## src/rtl/i2s_tx_10xe_defines.sv

```systemverilog
// Shared definitions for the I2S transmit frame controller: default widths,
// divider width and the controller state encoding.
package i2s_tx_10xe_defines;

  localparam int SAMPLE_WIDTH_DEF = 24;
  localparam int SLOT_WIDTH_DEF   = 32;
  localparam int DIV_W            = 8;

  typedef enum logic [1:0] {
    ST_IDLE = 2'd0,
    ST_RUN  = 2'd1,
    ST_STOP = 2'd2
  } state_e;

  // A programmed divider of 0 would never reach a terminal count, so it runs as 1.
  function automatic logic [DIV_W-1:0] div_floor1(input logic [DIV_W-1:0] div);
    return (div == '0) ? DIV_W'(1) : div;
  endfunction

endpackage

```

## src/rtl/i2s_tx_10xe_sclk_gen.sv

```systemverilog
// SCLK generator: prescaler over aud_mclk that toggles sclk at each terminal
// count and flags the cycle whose closing edge makes sclk fall.
module i2s_tx_10xe_sclk_gen
  import i2s_tx_10xe_defines::*;
(
  input  logic             aud_mclk,
  input  logic             aud_mrst,
  input  logic             run,
  input  logic [DIV_W-1:0] div_eff,
  output logic             sclk,
  output logic             fall_stb
);

  logic [DIV_W-1:0] cnt_q;
  logic             terminal;

  assign terminal = (cnt_q == (div_eff - DIV_W'(1)));
  assign fall_stb = run && terminal && sclk;

  // NOTE: sequential state uses non-blocking assignments only, so every flop
  // samples pre-edge values regardless of process ordering.
  always_ff @(posedge aud_mclk or posedge aud_mrst) begin
    if (aud_mrst) begin
      cnt_q <= '0;
      sclk  <= 1'b0;
    end else if (!run) begin
      cnt_q <= '0;
      sclk  <= 1'b0;
    end else if (terminal) begin
      cnt_q <= '0;
      sclk  <= ~sclk;
    end else begin
      cnt_q <= cnt_q + DIV_W'(1);
    end
  end

endmodule

```

## src/rtl/i2s_tx_10xe_frame_ctrl.sv

```systemverilog
// I2S transmit frame controller: fetches one sample per channel slot and
// shifts it out MSB-first, stopping cleanly at a frame boundary.
module i2s_tx_10xe_frame_ctrl
  import i2s_tx_10xe_defines::*;
#(
  parameter int SAMPLE_WIDTH = SAMPLE_WIDTH_DEF,
  parameter int SLOT_WIDTH   = SLOT_WIDTH_DEF
) (
  input  logic                    aud_mclk,
  input  logic                    aud_mrst,
  input  logic                    enable,
  input  logic [DIV_W-1:0]        sclk_div,
  input  logic [SAMPLE_WIDTH-1:0] s_data,
  input  logic                    s_valid,
  output logic                    s_ready,
  input  logic                    irq_clr,
  output logic                    sclk_out,
  output logic                    lrclk_out,
  output logic                    sdata_0_out,
  output logic                    underflow_irq,
  output logic                    busy
);

  localparam int PW = (SLOT_WIDTH > 1) ? $clog2(SLOT_WIDTH) : 1;

  state_e                  state_q, state_d;
  logic [DIV_W-1:0]        div_eff_q;
  logic [PW-1:0]           p_q;
  logic [SAMPLE_WIDTH-1:0] shreg_q;
  logic                    fall_stb;
  logic                    slot_start;
  logic                    to_idle;
  logic                    fetch;

  i2s_tx_10xe_sclk_gen u_sclk_gen (
    .aud_mclk (aud_mclk),
    .aud_mrst (aud_mrst),
    .run      (state_q != ST_IDLE),
    .div_eff  (div_eff_q),
    .sclk     (sclk_out),
    .fall_stb (fall_stb)
  );

  // p_q holds the slot position that the next falling edge starts.
  assign slot_start = fall_stb && (p_q == '0);
  // A p=0 edge with lrclk high is the start of a left slot, i.e. a frame boundary.
  assign to_idle    = slot_start && (state_q == ST_STOP) && lrclk_out;

  // NOTE: every combinational output gets a default first so no path leaves a
  // signal unassigned and infers a latch.
  always_comb begin
    state_d = state_q;
    fetch   = 1'b0;
    unique case (state_q)
      ST_IDLE: if (enable) state_d = ST_RUN;
      ST_RUN:  if (!enable) state_d = ST_STOP;
      ST_STOP: if (to_idle) state_d = ST_IDLE;
      default: state_d = ST_IDLE;
    endcase
    if (slot_start && !to_idle) fetch = 1'b1;
  end

  assign s_ready = fetch;
  assign busy    = (state_q != ST_IDLE);

  always_ff @(posedge aud_mclk or posedge aud_mrst) begin
    if (aud_mrst) state_q <= ST_IDLE;
    else          state_q <= state_d;
  end

  // NOTE: the shift register and slot counter are reset along with the outputs
  // so a reset mid-frame can never replay stale sample bits afterwards.
  always_ff @(posedge aud_mclk or posedge aud_mrst) begin
    if (aud_mrst) begin
      div_eff_q   <= DIV_W'(1);
      p_q         <= '0;
      shreg_q     <= '0;
      lrclk_out   <= 1'b1;
      sdata_0_out <= 1'b0;
    end else if (state_q == ST_IDLE) begin
      if (enable) div_eff_q <= div_floor1(sclk_div);
      p_q         <= '0;
      shreg_q     <= '0;
      lrclk_out   <= 1'b1;
      sdata_0_out <= 1'b0;
    end else if (fall_stb) begin
      if (to_idle || p_q == PW'(SLOT_WIDTH - 1)) p_q <= '0;
      else                                       p_q <= p_q + PW'(1);

      if (p_q == '0) begin
        sdata_0_out <= 1'b0;
        if (!to_idle) lrclk_out <= ~lrclk_out;
        shreg_q <= (fetch && s_valid) ? s_data : '0;
      end else if (p_q <= PW'(SAMPLE_WIDTH)) begin
        sdata_0_out <= shreg_q[SAMPLE_WIDTH-1];
        shreg_q     <= {shreg_q[SAMPLE_WIDTH-2:0], 1'b0};
      end else begin
        sdata_0_out <= 1'b0;
      end
    end
  end

  // A new underflow takes priority over a coincident clear.
  always_ff @(posedge aud_mclk or posedge aud_mrst) begin
    if (aud_mrst)                 underflow_irq <= 1'b0;
    else if (fetch && !s_valid)   underflow_irq <= 1'b1;
    else if (irq_clr)             underflow_irq <= 1'b0;
  end

endmodule

```

## config.mk

```make
export PLATFORM = sky130hd
export DESIGN_NAME = i2s_tx_10xe_frame_ctrl
export DESIGN_NICKNAME = d
export VERILOG_FILES = /design/src/rtl/i2s_tx_10xe_defines.sv /design/src/rtl/i2s_tx_10xe_sclk_gen.sv /design/src/rtl/i2s_tx_10xe_frame_ctrl.sv
export SDC_FILE = /design/constraint.sdc
export NUM_CORES = 1
export LEC_CHECK = 0
export CORE_MARGIN = 1.5
export CORE_UTILIZATION = 45
export CTS_CLUSTER_DIAMETER = 40
export CTS_CLUSTER_SIZE = 40
export DETAILED_ROUTE_END_ITERATION = 10
export PLACE_DENSITY = 0.82
export REMOVE_ABC_BUFFERS = 1
export SYNTH_ARGS = -nofsm -noshare
export SYNTH_HDL_FRONTEND = slang
export SYNTH_HIERARCHICAL = 1
export SYNTH_SLANG_ARGS = --single-unit
```

## constraint.sdc

```tcl
create_clock -name aud_mclk -period 2.7 [get_ports aud_mclk]
set_input_delay 0.675 -clock aud_mclk [delete_from_list [all_inputs] [get_ports aud_mclk]]
set_output_delay 0.675 -clock aud_mclk [all_outputs]
set_load 0.01 [all_outputs]
```

# Word level (Yosys, flattened, before mapping)
# Cells that the tools add are included.
# totals
regBits	51
out_inout_bits	6
# classes
n_addsub	3
order_cmp	1
n_eq_ne	9
n_mux	28
bitwise	2
reduce_logical	23
# ops
operator	n
2-to-1 mux 24 bit	5
2-to-1 mux 8 bit	3
2-to-1 mux 5 bit	3
2-to-1 mux 1 bit	13
adder 8 x 1 -> 8 bit (second input constant)	1
== test 8 bit	1
logical AND 1 bit	8
logical NOT 8 bit	1
inequality test 2 bit (second input constant)	4
nonzero test 2 bit	4
subtractor 8 x 1 -> 8 bit (second input constant)	1
2-to-1 mux 2 bit	3
one-hot mux 2 bit (3 select lines)	1
AND reduction 3 bit	2
adder 5 x 1 -> 5 bit (second input constant)	1
== test 5 bit (second input constant)	1
<= comparator 5 bit (second input constant)	1
logical NOT 5 bit	1
AND reduction 2 bit	2
nonzero test 3 bit	1
== test 2 x 1 -> 1 bit (second input constant)	1
== test 2 bit (second input constant)	1
logical NOT 1 bit	2
logical NOT 2 bit	1
other kinds (3)	4

# Logic depth before layout (Yosys ltp)
# Gate-level depths: netlist (run 1).
# logic_depth
ltp_word	15
ltp_mapped	12
ltp_nobuf	12

# Modules after synthesis
# The synthesis (run 1) kept the hierarchy.
# modules_own_cells
mod	instances	cells_per_inst	area_per_inst_um2
i2s_tx_10xe_frame_ctrl	1	162	1958.1
i2s_tx_10xe_sclk_gen	1	72	650.6

# Worst setup path before layout (run 1)
# Ideal clock, no wire load.
# synth_timing
kind	register -> output
start	register div_eff_q[0]
end	output s_ready
arrival_ns	2.376
required_ns	2.025
setup_slack_ns	-0.351
path_stages_with_launch	10
path_buffers	0
cell_sequence	dfstp_2 inv_1 ha_1 nand2b_1 a311oi_1 a41o_1 nand3_1 nor2_1 nand3_1 a21oi_1
# synth_between
elab_chain_cells	10
# synth_rtl
element	line_no	text
from (decl)	i2s_tx_10xe_frame_ctrl.sv:27	logic [DIV_W-1:0] div_eff_q;
from (signal assigned)	i2s_tx_10xe_frame_ctrl.sv:81	if (enable) div_eff_q <= div_floor1(sclk_div);
subtractor 8 x 1 -> 8 bit *	i2s_tx_10xe_sclk_gen.sv:17	assign terminal = (cnt_q == (div_eff - DIV_W'(1)));
== test 8 bit *	i2s_tx_10xe_sclk_gen.sv:17	
logical AND 1 bit * (2 in a row)	i2s_tx_10xe_sclk_gen.sv:18	assign fall_stb = run && terminal && sclk;
named net fall_stb	i2s_tx_10xe_frame_ctrl.sv:30	logic fall_stb;
logical AND 1 bit *	i2s_tx_10xe_frame_ctrl.sv:45	assign slot_start = fall_stb && (p_q == '0);
logical AND 1 bit (2 in a row)	i2s_tx_10xe_frame_ctrl.sv:47	assign to_idle = slot_start && (state_q == ST_STOP) && lrclk_out;
logical NOT 1 bit	n/a	
logical AND 1 bit *	i2s_tx_10xe_frame_ctrl.sv:60	if (slot_start && !to_idle) fetch = 1'b1;
2-to-1 mux 1 bit *	i2s_tx_10xe_frame_ctrl.sv:60	
to (decl)	i2s_tx_10xe_frame_ctrl.sv:15	output logic s_ready,
# Mark *: on every way through the listed nets, which the timed path passes. The rest lies on a longest branch.

# Worst setup path after layout (run 1)
# layout_timing
start	register div_eff_q[1]
end	output s_ready
# Same word-level chain as after synthesis.

==> report_table.html, run 1 <==
<table>
<tr><th>Metric</th><th>Value</th></tr>
<tr><th colspan="2">Synth</th></tr>
<tr><td>Number of enable-type register cells in the synthesized netlist</td><td>0</td></tr>
<tr><td>Largest area contributor in the netlist</td><td>dfrtp_1</td></tr>
<tr><td>Post-synth top flop</td><td>dfrtp_1</td></tr>
<tr><td>Warning count from the yosys run</td><td>6</td></tr>
<tr><td>Syn Std Cell Area</td><td>0.00261 mm2</td></tr>
<tr><td>Async set-or-reset flop fraction in the synthesized netlist</td><td>100%</td></tr>
<tr><td>Share of the yosys chip area belonging to registers</td><td>49.0%</td></tr>
<tr><td>Mean instance size in the synthesized netlist</td><td>11.1 um2</td></tr>
<tr><td>Unique masters post-synth</td><td>47</td></tr>
<tr><td>Cell count after synthesis</td><td>234</td></tr>
<tr><td>Fraction of synthesized cell area taken by the top area cell type</td><td>47.0%</td></tr>
<tr><td>Number of register bits inferred by synthesis</td><td>51</td></tr>
<tr><td>Synth area leaders</td><td>dfrtp_1 (47%), a221o_1 (8.8%), xnor2_1 (3.4%)</td></tr>
<tr><th colspan="2">Cells and area</th></tr>
<tr><td>Total inserted antenna cells</td><td>0</td></tr>
<tr><td>Commonest cells after routing, fill and taps aside</td><td>dfrtp_1 (49), clkdlybuf4s50_1 (41), buf_4 (26)</td></tr>
<tr><td>Area Growth Syn to Fin</td><td>37.0%</td></tr>
<tr><td>NumNets Final</td><td>351</td></tr>
<tr><td>Proportion of layout cells with a drive suffix above 1</td><td>25.8%</td></tr>
<tr><td>Most common cell after layout, fill and taps aside</td><td>dfrtp_1</td></tr>
<tr><th colspan="2">Outcome</th></tr>
<tr><td>Result of the run</td><td>finished, violations left</td></tr>
<tr><td>Violated checks</td><td>setup timing</td></tr>
<tr><th colspan="2">Timing</th></tr>
<tr><td>Worst-case setup margin in the final layout</td><td>-0.302 ns</td></tr>
<tr><td>Final worst-path cycle share</td><td>111%</td></tr>
<tr><td>Min Tclk post-route</td><td>3.00 ns</td></tr>
<tr><td>Measured slew at the worst slew-check pin</td><td>0.635 ns</td></tr>
<tr><td>Hold WS</td><td>0.506 ns</td></tr>
<tr><td>Max Clock Skew</td><td>0.00605 ns</td></tr>
<tr><td>Max-slew violations</td><td>0</td></tr>
<tr><td>Slew Limit Headroom</td><td>57.6%</td></tr>
<tr><td>Final hold vios</td><td>0</td></tr>
<tr><td>Setup repair after global routing missed its margin</td><td>yes</td></tr>
<tr><td>Highest Clock Rate</td><td>333 MHz</td></tr>
<tr><td>Sum of negative setup slack</td><td>-4.68 ns</td></tr>
<tr><td>Endpoints failing setup</td><td>25</td></tr>
<tr><th colspan="2">Pwr</th></tr>
<tr><td>Power per standard cell area</td><td>705 mW/mm2</td></tr>
<tr><td>Largest vdd supply drop</td><td>0.384 mV</td></tr>
<tr><td>Overall power after layout</td><td>2520 uW</td></tr>
<tr><td>Leakage power total</td><td>0.00159 uW</td></tr>
<tr><th colspan="2">Worst setup path</th></tr>
<tr><td>Setup crit start kind</td><td>register</td></tr>
<tr><td>Critical Path RT</td><td>2.03 ns</td></tr>
<tr><td>Category of the most critical setup path</td><td>register to output port</td></tr>
<tr><td>Critical Path Sink Type</td><td>output port</td></tr>
<tr><td>Data arrival time at the worst-slack endpoint</td><td>2.33 ns</td></tr>
<tr><td>Critical path fanouts, max</td><td>5</td></tr>
<tr><th colspan="2">Drt</th></tr>
<tr><td>Number of routed nets with antenna violations</td><td>0</td></tr>
<tr><td>Initial DRC count</td><td>167</td></tr>
<tr><td>Drt drc</td><td>0</td></tr>
<tr><td>Routed WL</td><td>6340 um</td></tr>
<tr><td>TritonRoute pass-1 iters</td><td>4</td></tr>
<tr><td>Routed wire length per instance</td><td>16.6 um</td></tr>
<tr><td>Vias per std cell</td><td>5.60</td></tr>
<tr><td>Detailed-route via count</td><td>2141</td></tr>
<tr><th colspan="2">Global route</th></tr>
<tr><td>Number of global-route vias before repair</td><td>2188</td></tr>
<tr><td>Met1 Resource Use GR</td><td>25.1%</td></tr>
<tr><td>Number of antenna violations at the first check in global routing</td><td>0</td></tr>
<tr><td>Met3 Resource Use GR</td><td>4.60%</td></tr>
<tr><td>Global-route wire length before repair</td><td>10000 um</td></tr>
<tr><td>Top Usage Layer GRT</td><td>met2</td></tr>
<tr><td>Final global-route overflow total</td><td>0</td></tr>
<tr><td>GRT Resource Usage Total</td><td>20.7%</td></tr>
<tr><td>Maximum number of pins on one net before global-route repair</td><td>43</td></tr>
<tr><td>Met2 track demand over resource</td><td>36.1%</td></tr>
<tr><th colspan="2">Placement</th></tr>
<tr><td>Worst slack at placement</td><td>-0.550 ns</td></tr>
<tr><td>RePlAce Congestion</td><td>0.830</td></tr>
<tr><td>Number of buffer cells added on primary ports</td><td>42</td></tr>
<tr><td>Detail Placement HPWL</td><td>4010 um</td></tr>
<tr><th colspan="2">Run</th></tr>
<tr><td>Count of maximum capacitance violations</td><td>0</td></tr>
<tr><th colspan="2">Floorplan</th></tr>
<tr><td>Initial Util</td><td>47.1%</td></tr>
<tr><td>Die span in y</td><td>79.1 um</td></tr>
<tr><td>Row count</td><td>27</td></tr>
<tr><td>Full die area</td><td>0.00626 mm2</td></tr>
<tr><td>Total I/O pin count</td><td>43</td></tr>
<tr><td>Std-Cell Core Area</td><td>0.00554 mm2</td></tr>
<tr><td>Overall die width</td><td>79.1 um</td></tr>
<tr><th colspan="2">Clocking</th></tr>
<tr><td>Number of buffers inserted during clock tree synthesis</td><td>5</td></tr>
<tr><td>Sinks on the clock net</td><td>51</td></tr>
<tr><td>CTS Hold Bufs</td><td>0</td></tr>
<tr><td>Htree depth</td><td>2</td></tr>
<tr><td>Clock transition at path regs</td><td>0.09 ns</td></tr>
<tr><td>Skew-Pair Late Insertion Delay</td><td>0.32 ns</td></tr>
<tr><td>CTS tree</td><td>yes</td></tr>
<tr><td>Clock Tree Buf Depth</td><td>2</td></tr>
<tr><td>Clock tree root driver cell</td><td>clkbuf_8</td></tr>
<tr><th colspan="2">Hold path</th></tr>
<tr><td>Worst min-delay path class</td><td>register to register</td></tr>
</table>
==> logic make-up after synthesis <==
group	count (synthesis)	share of synthesized area, %
AND/OR/NAND/NOR	86	19.1
flip-flops	51	49.0
AO/OA/AOI/OAI	50	16.8
buffers and inverters	19	4.22
XOR/XNOR	15	5.04
multiplexers	8	3.41
adder cells (fa/ha/maj)	5	2.40
==> power by group <==
part,switching (uW),internal (uW)
Sequential,125,862
Combinational,521,521
Clock,258,233
==> final timing paths <==
kind	startpoint	to	slack [ns]	cells after the start
setup / recovery	div_eff_q[1]	s_ready	-0.30	11
hold / removal	shreg_q[0]	shreg_q[0]	0.51	1
setup reg to reg	div_eff_q[1]	shreg_q[16]	-0.21	15
hold reg to reg	shreg_q[0]	shreg_q[0]	0.51	1
max in group asynchronous	aud_mrst	div_eff_q[0]	1.52	3
min in group asynchronous	aud_mrst	u_sclk_gen/sclk	0.64	2
==> synth_stat cells (2+ instances only) <==
| master | count |
|---|---|
| a21oi_1 | 6 |
| a221o_1 | 23 |
| a22o_1 | 5 |
| and2_0 | 13 |
| and2_1 | 8 |
| and2_2 | 3 |
| and3_1 | 2 |
| buf_2 | 3 |
| buf_6 | 2 |
| clkbuf_8 | 2 |
| dfrtp_1 | 49 |
| dfstp_2 | 2 |
| ha_1 | 5 |
| inv_1 | 11 |
| mux2_2 | 7 |
| nand2_1 | 11 |
| nand2b_1 | 5 |
| nand3_1 | 6 |
| nand3b_1 | 2 |
| nand4_1 | 3 |
| nor2_1 | 17 |
| nor2b_1 | 3 |
| nor3_1 | 3 |
| nor3_2 | 2 |
| nor4_2 | 2 |
| o211ai_1 | 2 |
| o21ai_0 | 4 |
| xnor2_1 | 10 |
| xor2_1 | 5 |
==> flip-flops by register name, summed over array words and instances (netlist names) <==
signal            cells
div_eff_q             8
lrclk_out             1
p_q                   5
sdata_0_out           1
shreg_q              24
state_q               2
u_sclk_gen/cnt_q      8
u_sclk_gen/sclk       1
underflow_irq         1
==> metrics by stage <==
stage | instance area (um2) | cells | util (%)
2_1_floorplan | 2540 | 227 | -
3_3_place_gp | 3230 | 363 | 58.3
3_5_place_dp | 3230 | 363 | 58.3
4_1_cts | 3420 | 375 | 61.8
5_1_grt | 3570 | 382 | 64.5
6_report | 3570 | 382 | 64.5
==> metal layers <==
metal	part of all wire, %	wire [um]
met3	4.5	282
met4	1.3	82
met2	51	3250
met1	43	2720
met5	0	0
==> layout make-up <==
type / instances / area, um2
well taps: 72 / 90.1
flip-flops and latches: 51 / 1280
repair buffers: 75 / 726
fillers: 441 / 1970
multi-input cells: 164 / 1330
inverters: 12 / 45.0
clock buffers: 7 / 96.3
clock inverters: 1 / 7.51
==> critical path, cell delays in order, from the launching register on <==
cell and delay [ns]:
dfrtp_1 0.41, inv_2 0.08, ha_4 0.18, buf_6 0.11, nand3b_1 0.11, a311oi_2 0.30, a41o_1 0.19, nand3_2 0.13
nor2_4 0.12, nand3_2 0.09, a21oi_2 0.14, buf_2 0.15
==> timing repair <==
action,in CTS,in global routing
endpoints found under the setup margin,25,26
buffers inserted,4,5
resized for setup,18,11
gates cloned,0,3
pin swaps,6,17
Note: power is estimated with default switching activity, not from simulation.
==> run 2, diff against run 1 <==
--- a/config.mk
+++ b/config.mk
@@ -5,12 +5,14 @@
 export SDC_FILE = /design/constraint.sdc
 export NUM_CORES = 1
 export LEC_CHECK = 0
+export CAP_MARGIN = 20
 export CORE_MARGIN = 1.5
 export CORE_UTILIZATION = 45
+export CTS_BUF_LIST = sky130_fd_sc_hd__clkbuf_4
 export CTS_CLUSTER_DIAMETER = 40
 export CTS_CLUSTER_SIZE = 40
 export DETAILED_ROUTE_END_ITERATION = 10
-export PLACE_DENSITY = 0.82
+export PLACE_DENSITY = 0.69
 export REMOVE_ABC_BUFFERS = 1
 export SYNTH_ARGS = -nofsm -noshare
 export SYNTH_HDL_FRONTEND = slang
==> report_table.html, run 2 (same netlist as run 1, synthesis figures left out) <==
<table>
<tr><th>Metric</th><th>Value</th></tr>
<tr><th colspan="2">Clocking</th></tr>
<tr><td>CTS Hold Bufs</td><td>0 (unchanged)</td></tr>
<tr><td>Skew-Pair Late Insertion Delay</td><td>0.37 ns (+0.05 ns)</td></tr>
<tr><td>Number of buffers inserted during clock tree synthesis</td><td>5 (unchanged)</td></tr>
<tr><td>Htree depth</td><td>2 (unchanged)</td></tr>
<tr><td>CTS tree</td><td>yes</td></tr>
<tr><td>Clock Tree Buf Depth</td><td>2 (unchanged)</td></tr>
<tr><td>Clock tree root driver cell</td><td>clkbuf_4</td></tr>
<tr><td>Sinks on the clock net</td><td>51 (unchanged)</td></tr>
<tr><td>Clock transition at path regs</td><td>0.16 ns (+0.07 ns)</td></tr>
<tr><th colspan="2">Worst setup path</th></tr>
<tr><td>Data arrival time at the worst-slack endpoint</td><td>2.32 ns (about the same)</td></tr>
<tr><td>Most repeated library cell on the critical path</td><td>nand3_2</td></tr>
<tr><td>Sum of buffers and inverters on the critical path</td><td>2 (-1)</td></tr>
<tr><td>Worst-path cell with the longest stage delay</td><td>dfrtp_1</td></tr>
<tr><td>Setup crit start kind</td><td>register</td></tr>
<tr><td>Ordered cell list for the critical path</td><td>buf_4, nor2_1, nand3b_1, xnor2_1, nor4_2, nand3_2, nor2_4, nand3_2, a21oi_2, buf_2</td></tr>
<tr><td>Cell family with the largest share of critical-path delay</td><td>simple AND/OR/NAND/NOR gates</td></tr>
<tr><td>Critical path fanouts, max</td><td>5 (unchanged)</td></tr>
<tr><td>Longest individual stage delay on the worst path</td><td>0.42 ns (about the same)</td></tr>
<tr><td>Critical Path Sink Type</td><td>output port</td></tr>
<tr><td>Category of the most critical setup path</td><td>register to output port</td></tr>
<tr><td>Critical Path RT</td><td>2.03 ns (about the same)</td></tr>
<tr><th colspan="2">Drt</th></tr>
<tr><td>TritonRoute pass-1 iters</td><td>4 (unchanged)</td></tr>
<tr><td>Number of routed nets with antenna violations</td><td>0 (unchanged)</td></tr>
<tr><td>Routed WL</td><td>5660 um (-11%)</td></tr>
<tr><td>Detailed-route via count</td><td>2058 (-3.9%)</td></tr>
<tr><td>Initial DRC count</td><td>102 (-39%)</td></tr>
<tr><td>Drt drc</td><td>0 (unchanged)</td></tr>
<tr><td>Vias per std cell</td><td>5.47 (-2.3%)</td></tr>
<tr><td>Routed wire length per instance</td><td>15.1 um (-9.2%)</td></tr>
<tr><th colspan="2">Floorplan</th></tr>
<tr><td>Overall die width</td><td>79.1 um (unchanged)</td></tr>
<tr><td>Total I/O pin count</td><td>43 (unchanged)</td></tr>
<tr><td>Die span in y</td><td>79.1 um (unchanged)</td></tr>
<tr><td>Row count</td><td>27 (unchanged)</td></tr>
<tr><td>Initial Util</td><td>47.1% (unchanged)</td></tr>
<tr><td>Std-Cell Core Area</td><td>0.00554 mm2 (unchanged)</td></tr>
<tr><td>Full die area</td><td>0.00626 mm2 (unchanged)</td></tr>
<tr><th colspan="2">Hold path</th></tr>
<tr><td>Worst min-delay path class</td><td>register to register</td></tr>
<tr><th colspan="2">Pwr</th></tr>
<tr><td>Largest vdd supply drop</td><td>0.468 mV (+22%)</td></tr>
<tr><td>Clock network fraction of total power</td><td>22.6% (+3.1 points)</td></tr>
<tr><td>Switching component of the power</td><td>813 uW (-10%)</td></tr>
<tr><td>Combinational Power Share</td><td>37.0% (-4.3 points)</td></tr>
<tr><td>Leakage power total</td><td>0.00154 uW (-3.5%)</td></tr>
<tr><td>Share of total power in sequential cells</td><td>40.4% (+1.2 points)</td></tr>
<tr><td>Power per standard cell area</td><td>702 mW/mm2 (-0.45%)</td></tr>
<tr><td>Internal power</td><td>1610 uW (-0.70%)</td></tr>
<tr><td>Fraction of power spent switching nets</td><td>33.6% (-2.3 points)</td></tr>
<tr><th colspan="2">Outcome</th></tr>
<tr><td>Violated checks</td><td>setup timing</td></tr>
<tr><td>Result of the run</td><td>finished, violations left</td></tr>
<tr><th colspan="2">Placement</th></tr>
<tr><td>Cell area reported after detailed placement</td><td>0.00324 mm2 (+0.23%)</td></tr>
<tr><td>RePlAce Congestion</td><td>0.822 (-1.0%)</td></tr>
<tr><td>Detail Placement HPWL</td><td>3950 um (-1.5%)</td></tr>
<tr><td>Number of buffer cells added on primary ports</td><td>42 (unchanged)</td></tr>
<tr><th colspan="2">Cells and area</th></tr>
<tr><td>Filler cell count in the final layout</td><td>503 (+14%)</td></tr>
<tr><td>Total area of multi-input combinational cells</td><td>0.00129 mm2 (-3.0%)</td></tr>
<tr><td>NumNets Final</td><td>345 (-1.7%)</td></tr>
<tr><td>Design area</td><td>0.00344 mm2 (-3.6%)</td></tr>
<tr><td>Total inserted antenna cells</td><td>0 (unchanged)</td></tr>
<tr><td>Flip-flop count of the largest register after layout</td><td>24 (unchanged)</td></tr>
<tr><td>Area Growth Syn to Fin</td><td>32.0%</td></tr>
<tr><td>Sequential cell area</td><td>0.00128 mm2 (unchanged)</td></tr>
<tr><td>Regs by FF count</td><td>shreg_q: 24 flops, div_eff_q: 8 flops, u_sclk_gen/cnt_q: 8 flops</td></tr>
<tr><td>Largest reg by FF count</td><td>shreg_q</td></tr>
<tr><td>Commonest cells after routing, fill and taps aside</td><td>dfrtp_1 (49), clkdlybuf4s50_1 (41), buf_4 (25)</td></tr>
<tr><td>Most common cell after layout, fill and taps aside</td><td>dfrtp_1</td></tr>
<tr><td>Proportion of layout cells with a drive suffix above 1</td><td>23.4% (-2.5 points)</td></tr>
<tr><th colspan="2">Timing</th></tr>
<tr><td>Worst-case setup margin in the final layout</td><td>-0.292 ns (+0.0101 ns)</td></tr>
<tr><td>Max Clock Skew</td><td>0.00976 ns (+0.00370 ns)</td></tr>
<tr><td>Sum of negative setup slack</td><td>-0.292 ns (+4.39 ns)</td></tr>
<tr><td>Final hold vios</td><td>0 (unchanged)</td></tr>
<tr><td>Final worst-path cycle share</td><td>111% (-0.37 points)</td></tr>
<tr><td>Slew Limit Headroom</td><td>58.1% (+0.49 points)</td></tr>
<tr><td>Endpoints failing setup</td><td>1 (-96%)</td></tr>
<tr><td>Hold WS</td><td>0.523 ns (+0.0164 ns)</td></tr>
<tr><td>Highest Clock Rate</td><td>334 MHz (+0.34%)</td></tr>
<tr><td>Measured slew at the worst slew-check pin</td><td>0.627 ns (-0.00732 ns)</td></tr>
<tr><td>Max-slew violations</td><td>0 (unchanged)</td></tr>
<tr><td>Min Tclk post-route</td><td>2.99 ns (-0.0101 ns)</td></tr>
<tr><td>Setup repair after global routing missed its margin</td><td>yes</td></tr>
<tr><th colspan="2">Global route</th></tr>
<tr><td>Number of global-route vias before repair</td><td>1996 (-8.8%)</td></tr>
<tr><td>GRT Resource Usage Total</td><td>19.3% (-1.4 points)</td></tr>
<tr><td>Maximum number of pins on one net before global-route repair</td><td>43 (unchanged)</td></tr>
<tr><td>Number of antenna violations at the first check in global routing</td><td>0 (unchanged)</td></tr>
<tr><td>Global-route wire length before repair</td><td>9430 um (-5.7%)</td></tr>
<tr><td>Final global-route overflow total</td><td>0 (unchanged)</td></tr>
<tr><th colspan="2">Run</th></tr>
<tr><td>Count of maximum capacitance violations</td><td>0 (unchanged)</td></tr>
</table>
-- run 2: path summary, 6_finish.rpt --
| path | start | endpoint | slack [ns] | cells after the start |
|---|---|---|---|---|
| max | div_eff_q[1] | s_ready | -0.29 | 10 |
| min | shreg_q[0] | shreg_q[0] | 0.52 | 1 |
| max reg2reg | div_eff_q[0] | shreg_q[1] | 0.12 | 11 |
| min reg2reg | shreg_q[0] | shreg_q[0] | 0.52 | 1 |
| max in group asynchronous | aud_mrst | lrclk_out | 1.57 | 3 |
| min in group asynchronous | aud_mrst | u_sclk_gen/cnt_q[4] | 0.58 | 2 |
-- run 2: layer usage --
metal	GRT usage (%)	wire, um
met5	0	0
met4	6.49	65
met1	25.3	2610
met3	4.14	269
met2	31.7	2720
-- run 2: power groups by stage --
stage | combinational, uW | sequential (uW) | clock, uW
after floorplan | 468 | 981 | 0
after global placement | 780 | 977 | 0
after detailed placement | 799 | 980 | 0
after CTS | 874 | 968 | 554
after global routing | 963 | 994 | 583
final | 895 | 977 | 546
-- run 2: per-stage QoR --
stage	std cells	setup WS, ns	util, %	total power (uW)
after floorplan	227	-0.536	-	1450
after global placement	364	-0.450	58.5	1760
after detailed placement	364	-0.516	58.5	1780
after CTS	374	-0.273	61.7	2400
after global routing	376	-0.448	62.2	2540
final	376	-0.292	62.2	2420
-- run 2: worst register-to-register path, stage by stage (launching register included) --
cell	delay, ns
dfstp_2	0.56
inv_2	0.04
ha_4	0.18
xnor2_2	0.13
and4b_1	0.18
a41oi_1	0.20
nand2_1	0.13
nand3_2	0.12
nor2_4	0.05
buf_4	0.16
a21oi_4	0.52
a221o_1	0.26
-- run 2: repair_timing --
item | CTS | global route
resized for setup | 17 | 4
buffers inserted | 2 | 4
endpoints found under the setup margin | 25 | 27
pin swaps | 6 | 4
-- run 2: layout make-up --
cell class                 count  area share, %
sequential                    51           37.1
tap                           72           2.62
timing repair buffer          69           18.4
multi-input combinational    164           37.5
inverter                      12           1.31
clock buffer                   5           1.09
clock inverter                 3           1.96
==> RTL edit, RTL diff (config.mk and constraints of run 2) <==
Reset style: synchronous (`aud_mrst`), changed in 4 clocked blocks.
--- a/src/rtl/i2s_tx_10xe_sclk_gen.sv
+++ b/src/rtl/i2s_tx_10xe_sclk_gen.sv
@@ -20,5 +20,5 @@
   // NOTE: sequential state uses non-blocking assignments only, so every flop
   // samples pre-edge values regardless of process ordering.
-  always_ff @(posedge aud_mclk or posedge aud_mrst) begin
+  always_ff @(posedge aud_mclk) begin
     if (aud_mrst) begin
       cnt_q <= '0;
--- a/src/rtl/i2s_tx_10xe_frame_ctrl.sv
+++ b/src/rtl/i2s_tx_10xe_frame_ctrl.sv
@@ -64,5 +64,5 @@
   assign busy    = (state_q != ST_IDLE);
 
-  always_ff @(posedge aud_mclk or posedge aud_mrst) begin
+  always_ff @(posedge aud_mclk) begin
     if (aud_mrst) state_q <= ST_IDLE;
     else          state_q <= state_d;
@@ -71,5 +71,5 @@
   // NOTE: the shift register and slot counter are reset along with the outputs
   // so a reset mid-frame can never replay stale sample bits afterwards.
-  always_ff @(posedge aud_mclk or posedge aud_mrst) begin
+  always_ff @(posedge aud_mclk) begin
     if (aud_mrst) begin
       div_eff_q   <= DIV_W'(1);
@@ -102,5 +102,5 @@
 
   // A new underflow takes priority over a coincident clear.
-  always_ff @(posedge aud_mclk or posedge aud_mrst) begin
+  always_ff @(posedge aud_mclk) begin
     if (aud_mrst)                 underflow_irq <= 1'b0;
     else if (fetch && !s_valid)   underflow_irq <= 1'b1;
Check against the original RTL: differs if aud_mrst is asserted again (counterexample within 4 cycles, from zero or initial values and one cycle with aud_mrst high); with aud_mrst held inactive, the same outputs for 10 cycles.
==> RTL edit against run 2 <==
  * The flow still finishes with violations (negative setup slack)
  * Fmax increased by 0.12%
  * Setup slack improved by 0.0035 ns
  * Final area fell by 4.6%
  * Count of clock-buffer cells in the layout is 1 higher
  * Routed wire length increased by 4.6%
  * Synthesized area decreased by 6.0%
  * Sequential cell count unchanged
  * Via count rose by 9.0%
Power is not compared: it rests on default switching activity, and its combinational part moved more than twofold at a synthesized area within 25%.
==> RTL edit: results (changes against run 2) <==
result of the run: complete, but fails checks
failing checks: negative setup slack
Post-Route Skew: 0.0169 ns (+0.00717 ns)
Layout Nets: 380 (+10%)
hpwl dp: 3970 µm (+0.39%)
CP Max Fanout: 4 (-1)
instance area at placement: 0.00309 mm² (-4.5%)
wire length of the first global-routing pass: 9910 µm (+5.0%)
non-filler instance count after layout: 409 (+8.8%)
post-synthesis async set-or-reset flop share: 0 (-1.00)
post-detailed-route via-to-cell ratio: 5.49 (+0.24%)
cell family with most CP delay: compound AO/OA/AOI/OAI gates
mean instance size in the synthesized netlist: 8.89 µm² (-20%)
most common library cells after synthesis: sky130_fd_sc_hd__dfxtp_1, sky130_fd_sc_hd__nor2_1, sky130_fd_sc_hd__o21ai_0, sky130_fd_sc_hd__a221oi_1, sky130_fd_sc_hd__nand2_1
proportion of synthesized area in mux cells: 0.0143 (-0.0198)
slowest CP cell: sky130_fd_sc_hd__dfxtp_2
post-cts gate resize count: 21 (+4)
compound-cell area share of the yosys netlist: 0.208 (+0.0403)
cell count after placement: 398 (+9.3%)
Initial DRC Count: 126 (+24%)
share of the yosys chip area belonging to registers: 0.416 (-0.0738)
delay contributed by the slowest stage of the critical path: 0.37 ns (-0.05 ns)
setup slack after layout: -0.288 ns (+0.00353 ns)
Worst slew margin: 0.557 (-0.0242)
iteration count of the initial detailed-routing pass: 6 (+2)
global-route usage over all layers: 0.209 (+0.0157)
maximum number of pins on one net before global-route repair: 25 (-42%)
synth top area cells: sky130_fd_sc_hd__dfxtp_1, sky130_fd_sc_hd__a221oi_1, sky130_fd_sc_hd__nor2_1, sky130_fd_sc_hd__o21ai_0, sky130_fd_sc_hd__xor2_1
total setup violations reported at the end of the flow: 19 (+18)
Worst Setup Slack post-DPL: -0.450 ns (+0.0654 ns)
vias in the first global route: 2153 (+7.9%)
Max Buffers Root-to-Sink: 2 (unchanged)
post-synthesis adder-cell area fraction: 0.0255 (+0.00153)
GP Congestion: 0.824 (+0.24%)
Total Negative Setup Slacks: -2.15 ns (-1.85 ns)
-- RTL edit: cell count changes in the layout (fill, tap and decap cells not counted), moves of 6 or more --
cell                              run 2  this run
sky130_fd_sc_hd__dfrtp_1             49         0
sky130_fd_sc_hd__dfxtp_1              0        47
sky130_fd_sc_hd__a221o_1             23         0
sky130_fd_sc_hd__nor2_1              16        39
sky130_fd_sc_hd__o21ai_0              3        25
sky130_fd_sc_hd__a221oi_1             0        21
sky130_fd_sc_hd__and2_0              13         0
sky130_fd_sc_hd__nand2_1             11        20
sky130_fd_sc_hd__and2_1               8         1
sky130_fd_sc_hd__mux2_2               7         0
sky130_fd_sc_hd__nor3_1               3        10
sky130_fd_sc_hd__xor2_1               5        11
-- RTL edit: final cells by class --
class	instances	area, µm²
Clock buffer	6	45.0
Clock inverter	2	12.5
Fill cell	459	1890
Inverter	7	26.3
Multi-Input combinational cell	201	1370
Sequential cell	51	1030
Tap cell	70	87.6
Timing Repair Buffer	72	723
-- RTL edit: final timing paths --
kind | end | cells past startpoint | slack [ns] | from
hold reg to reg | div_eff_q[7]$_SDFFE_PP0P_ | 2 | 0.48 | div_eff_q[7]$_SDFFE_PP0P_
setup reg to reg | shreg_q[14]$_SDFFE_PP0P_ | 14 | -0.13 | div_eff_q[0]$_SDFFE_PP1P_
hold / removal | div_eff_q[7]$_SDFFE_PP0P_ | 2 | 0.48 | div_eff_q[7]$_SDFFE_PP0P_
setup / recovery | s_ready | 10 | -0.29 | div_eff_q[0]$_SDFFE_PP1P_
-- RTL edit: per-layer routing --
layer  track usage  share of wire  vias up  wire length, µm
li1              -              -     1122                -
met1         0.279           0.46     1065             2740
met2         0.326           0.48       47             2830
met3        0.0512          0.042       10              246
met4        0.0741          0.016        0               94
met5             0              0        -                0
